--- src/rtl/sbit_rate_monitor.sv ---
// Per-channel S-bit one-shot rate monitor. Counts pulses over a programmable
// gate window and snapshots all channels into a readable bank at window end.

module sbit_rate_lane #(
  parameter int CNT_BITS = 16
) (
  input  logic                clock,
  input  logic                reset_n,
  input  logic                pulse_i,
  input  logic                cnt_en_i,
  input  logic                snap_ld_i,
  input  logic                snap_clr_i,
  output logic [CNT_BITS-1:0] snap_o,
  output logic                ovf_o
);
  logic [CNT_BITS-1:0] cnt_q, snap_q;
  logic                ovf_q;
  logic [CNT_BITS-1:0] sat;

  // Saturating add: an all-ones counter stays put instead of wrapping.
  assign sat = (&cnt_q) ? cnt_q : cnt_q + CNT_BITS'(pulse_i);

  always_ff @(posedge clock or negedge reset_n) begin
    if (!reset_n) begin
      cnt_q  <= '0;
      snap_q <= '0;
      ovf_q  <= 1'b0;
    end else if (snap_clr_i) begin
      cnt_q  <= '0;
      snap_q <= '0;
      ovf_q  <= 1'b0;
    end else begin
      if (snap_ld_i) begin
        snap_q <= sat;
        ovf_q  <= &sat;
      end
      cnt_q <= cnt_en_i ? sat : '0;
    end
  end

  assign snap_o = snap_q;
  assign ovf_o  = ovf_q;
endmodule

module sbit_rate_monitor #(
  parameter int NCH       = 8,
  parameter int CNT_BITS  = 16,
  parameter int GATE_BITS = 24,
  parameter int SEL_BITS  = 3
) (
  input  logic                 clock,
  input  logic                 reset_n,
  input  logic [NCH-1:0]       pulse_i,
  input  logic                 enable_i,
  input  logic [GATE_BITS-1:0] gate_len_i,
  input  logic                 clear_i,
  input  logic [SEL_BITS-1:0]  rd_sel_i,
  output logic [CNT_BITS-1:0]  rd_data_o,
  output logic [NCH-1:0]       overflow_o,
  output logic                 snap_valid_o,
  output logic [7:0]           snap_seq_o,
  output logic                 busy_o
);
  typedef enum logic {IDLE, COUNT} state_t;

  state_t                         state_q, state_d;
  logic [GATE_BITS-1:0]           timer_q, timer_d;
  logic [7:0]                     seq_q;
  logic                           vld_q, busy_q;
  logic [CNT_BITS-1:0]            rd_q, rd_d;
  logic [NCH-1:0][CNT_BITS-1:0]   snap_w;
  logic                           in_gate, last_cyc, snap_ld, cnt_en;

  assign in_gate  = (state_q == COUNT) && enable_i && !clear_i;
  assign last_cyc = in_gate && (timer_q == '0);
  assign snap_ld  = last_cyc;
  // Counters only accumulate mid-gate; on the last cycle the sum goes to the
  // snapshot and the counter restarts from zero for the back-to-back gate.
  assign cnt_en   = in_gate && (timer_q != '0);

  always_comb begin
    state_d = state_q;
    timer_d = timer_q;
    if (clear_i) begin
      state_d = IDLE;
      timer_d = '0;
    end else if (state_q == IDLE) begin
      if (enable_i && gate_len_i != '0) begin
        state_d = COUNT;
        timer_d = gate_len_i - GATE_BITS'(1);
      end
    end else if (!enable_i) begin
      state_d = IDLE;
      timer_d = '0;
    end else if (timer_q == '0) begin
      if (gate_len_i != '0) timer_d = gate_len_i - GATE_BITS'(1);
      else                  state_d = IDLE;
    end else begin
      timer_d = timer_q - GATE_BITS'(1);
    end
  end

  always_comb begin
    rd_d = '0;
    for (int i = 0; i < NCH; i++)
      if (rd_sel_i == SEL_BITS'(i)) rd_d = snap_w[i];
  end

  always_ff @(posedge clock or negedge reset_n) begin
    if (!reset_n) begin
      state_q <= IDLE;
      timer_q <= '0;
      seq_q   <= '0;
      vld_q   <= 1'b0;
      busy_q  <= 1'b0;
      rd_q    <= '0;
    end else begin
      state_q <= state_d;
      timer_q <= timer_d;
      busy_q  <= (state_d == COUNT);
      vld_q   <= snap_ld;
      rd_q    <= rd_d;
      if (clear_i)      seq_q <= '0;
      else if (snap_ld) seq_q <= seq_q + 8'd1;
    end
  end

  for (genvar g = 0; g < NCH; g++) begin : g_lane
    sbit_rate_lane #(.CNT_BITS(CNT_BITS)) u_lane (
      .clock      (clock),
      .reset_n    (reset_n),
      .pulse_i    (pulse_i[g]),
      .cnt_en_i   (cnt_en),
      .snap_ld_i  (snap_ld),
      .snap_clr_i (clear_i),
      .snap_o     (snap_w[g]),
      .ovf_o      (overflow_o[g])
    );
  end

  assign rd_data_o    = rd_q;
  assign snap_valid_o = vld_q;
  assign snap_seq_o   = seq_q;
  assign busy_o       = busy_q;
endmodule

--- config.mk ---
export PLATFORM = sky130hd
export DESIGN_NAME = sbit_rate_monitor
export DESIGN_NICKNAME = d
export VERILOG_FILES = /design/src/rtl/sbit_rate_monitor.sv
export SDC_FILE = /design/constraint.sdc
export NUM_CORES = 1
export LEC_CHECK = 0
export BUFFER_PORTS_ARGS = -buffer_cell sky130_fd_sc_hd__buf_2
export CAP_MARGIN = 25
export CORE_ASPECT_RATIO = 0.5
export CORE_MARGIN = 1.5
export CORE_UTILIZATION = 45
export DETAILED_ROUTE_END_ITERATION = 16
export PLACE_DENSITY = 0.71
export SYNTH_ARGS = -nofsm -noshare
export SYNTH_HDL_FRONTEND = slang
export SYNTH_SLANG_ARGS = --single-unit
--- constraint.sdc ---
create_clock -name clock -period 3.1 [get_ports clock]
set_clock_uncertainty 0.05 [all_clocks]
set_input_delay 0.31 -clock clock [delete_from_list [all_inputs] [get_ports clock]]
set_output_delay 0.31 -clock clock [all_outputs]
set_load 0.05 [all_outputs]
==> out/qor.csv <==
stage,metric,value,unit
run_status,outcome,finished clean,
logic_synthesis,synth cell count leaders,"nor2_1 (386), dfrtp_1 (314), nand2_1 (158), a211oi_1 (95), clkbuf_1 (94)",
worst_hold_path,WHS Endpoint,timer_q[2],
placed_design,post-detail-place hpwl,29.4,mm
clocking,Max clock buf depth,3,
detailed_routing,final wirelength,42.0,mm
worst_setup_path,crit path launch type,flop,
logic_synthesis,post-synthesis net count,1850,
placed_design,dpl cells,2272,
clocking,post-CTS sizing,0,
worst_setup_path,RR Endpoint,g_lane[6].u_lane.ovf_o,
detailed_routing,WL/cell,18.0,um
sta,Achievable Freq,341,MHz
sta,final setup TNS,0,ns
logic_synthesis,top post-synthesis cells by area,"dfrtp_1 (48%), nor2_1 (8.9%), a211oi_1 (4.4%)",
power,VDD IR max,0.382,mV
clocking,root buf cell,clkbuf_16,
worst_hold_path,hold_sp,clear_i,
placed_design,PortBufs,72,
grt,first-pass GRT wire length,67.6,mm
final_layout,fraction of layout cells with a size suffix above 1,10.9,%
worst_hold_path,hold path depth,2,
detailed_routing,post-route ant nets,0,
logic_synthesis,"Top FF cell, synth",dfrtp_1,
floorplanning,cell row count,48,
worst_setup_path,R2R cell count,7,
clocking,clock buffer count from CTS,30,
sta,setup ws final,0.168,ns
clocking,clock transition at the registers of the reported paths,0.07,ns
logic_synthesis,Syn Std Cell Area,0.0163,mm2
sta,slew margin rel.,43.8,%
final_layout,final net count,1891,
logic_synthesis,cell with the most instances after synthesis,nor2_1,
logic_synthesis,post-synthesis register bit count,314,
sta,Setup-failing EPs final,0,
floorplanning,I/O pin cnt,73,
grt,vias in the first global route,12400,
grt,GRT Residual Overflow,0,
worst_setup_path,worst r2r src,timer_q[10],
grt,GRT Resource Usage Total,22.6,%
floorplanning,die height,137,um
sta,Tcrit/Tclk final,94.6,%
logic_synthesis,Synth Instances,1791,
logic_synthesis,"Seq/Total Area, Yosys",48.4,%
detailed_routing,1st-pass router iterations,5,
flow_run,maxcap violations,0,
logic_synthesis,ys async rst share,100,%
placed_design,GPL Wtd Cong,0.893,
worst_setup_path,CP Class,flop to flop,
placed_design,setup slack at placement,0.135,ns
final_layout,Antenna Cells,0,
clocking,H-tree Lvls,1,
detailed_routing,Residual DRC,0,
sta,Final Hold Viols,0,
clocking,clk_lat worst skew,0.57,ns
grt,initial antenna violation count,0,
logic_synthesis,mean area per synthesized cell,9.07,um2
final_layout,Area Growth Syn to Fin,12.4,%
sta,Tmin final,2.93,ns
power,power density over cell area,480,mW/mm2
sta,worst slew pin tran,0.843,ns
grt,largest net degree at the start of global routing,79,
worst_hold_path,Worst Hold Class,input port to flop,
worst_setup_path,Critical Path RT,3.53,ns
detailed_routing,Via density,5.74,
power,Leak,7.46,nW
detailed_routing,routed vias,13400,
detailed_routing,DR iter-0 viols,1244,
clocking,Clock Sinks,314,
floorplanning,Starting Density,46.4,%
sta,Slew Limit Fails,0,
worst_setup_path,Critical Path End Type,flop,
logic_synthesis,Post-synth EDFFs,0,
power,Overall Power,8.77,mW
logic_synthesis,synth warn,0,
floorplanning,Core Region,0.0350,mm2
sta,RSZ-0062 raised after global routing,false,
logic_synthesis,Cell variety after synth,68,
sta,Min Hold Slack,0.0771,ns
logic_synthesis,Synth area leader,dfrtp_1,
final_layout,Finished Layout Cells,2328,
clocking,CTS tree,yes,
floorplanning,Die X,272,um
worst_setup_path,"Arr. time, crit path",3.36,ns
logic_synthesis,post-synth top area share,48.4,%
worst_setup_path,reg2reg setup slack,0.17,ns
floorplanning,full die area,0.0373,mm2
worst_setup_path,Crit Path Max Fanout,7,
kinds of logic (layout without fill, tap and decap cells):
family	count (synthesis)	after routing	synth area share (%)
and+or+nand+nor	843	843	24.1
muxes	36	36	3.00
DFF	314	314	48.4
buffers and inverters	126	188	3.13
AOI/OAI and AO/OA	345	345	14.1
adders and majority gates	20	20	1.54
xor gates and xnor gates	107	107	5.77
state kept, by name, indices dropped and copies added (netlist names):
register / flops
rd_data_o: 16
g_lane.u_lane.ovf_o: 8
snap_valid_o: 1
g_lane.u_lane.cnt_q: 128
busy_o: 1
timer_q: 24
g_lane.u_lane.snap_o: 128
snap_seq_o: 8
stage by stage:
step                utilization (%)  area [um2]
finish                         52.2       18300
global placement               49.1       17200
global route                   52.2       18300
CTS                            52.1       18300
detailed placement             49.1       17200
floorplan                         -       16300
final cells by class:
class	instances	area (um2)
Timing Repair Buffer	117	788
Inverter	18	67.6
Clock inverter	12	166
Tap cell	475	594
Multi-Input combinational cell	1351	7900
Clock buffer	41	893
Sequential cell	314	7860
Fill cell	3197	16700
repair_timing:
action                                 4_1_cts  5_1_grt
hold buffers                                 1        0
endpoints found under the hold margin       70        0
setup buffers                                0        2
setup endpoints to repair                    0        1
where the power goes:
part           total [mW]  switching, mW  internal (mW)
Clock                3.96           1.63           2.34
Sequential           4.18         0.0394           4.14
Combinational       0.627          0.438          0.189
critical path: stages, from the launching register on:
cell	delay, ns
dfrtp_1	0.43
or4_1	0.61
nor3_4	0.28
and4_4	0.32
nand2_2	0.17
or3_1	0.35
or4_1	0.43
o31ai_2	0.20
cells in the final DEF (no fill, tap or decap), drive strengths merged, types with 4 or more instances in the layout:
cell type	Yosys	layout
nor2	386	386
dfrtp	314	314
nand2	159	159
buf	14	116
a211oi	95	95
o21ai	80	80
a21oi	61	61
nand3	58	58
xnor2	57	57
xor2	50	50
nand4	41	41
clkbuf	94	41
nor3	37	37
nor4	34	34
and4	24	24
and3	21	21
ha	20	20
inv	18	19
a22oi	18	18
mux2i	16	16
and2	14	14
or3	12	12
nor2b	12	12
mux2	11	11
a31oi	11	11
a22o	11	11
or4	9	9
o221ai	9	9
mux4	9	9
nand2b	8	8
or2	8	8
nor3b	7	7
o211ai	7	7
o31ai	7	7
nor4b	6	6
o21a	6	6
o32ai	6	6
clkinv	0	6
o22ai	5	5
bufinv	0	4
worst max path at each step:
stage / startpoint / end / slack (ns) / cells after the start
finish: timer_q[10] / g_lane[6].u_lane.ovf_o / 0.17 / 7
global route: timer_q[10] / g_lane[6].u_lane.ovf_o / 0.01 / 7
CTS: timer_q[10] / g_lane[6].u_lane.ovf_o / 0.08 / 7
detailed placement: timer_q[10] / g_lane[6].u_lane.ovf_o / 0.13 / 7
global placement: timer_q[10] / g_lane[6].u_lane.ovf_o / 0.18 / 7
floorplan: timer_q[10] / g_lane[6].u_lane.ovf_o / 0.44 / 8
metal layers:
layer,routed length [um],track usage (%),share of wire (%),vias up
li1,-,-,-,6439
met1,19900,33.2,47,6523
met3,2840,4.37,6.8,44
met5,0,0,0,-
met2,18600,35.0,44,366
met4,649,4.32,1.5,0
No activity file was read; power rests on OpenSTA's default activity.
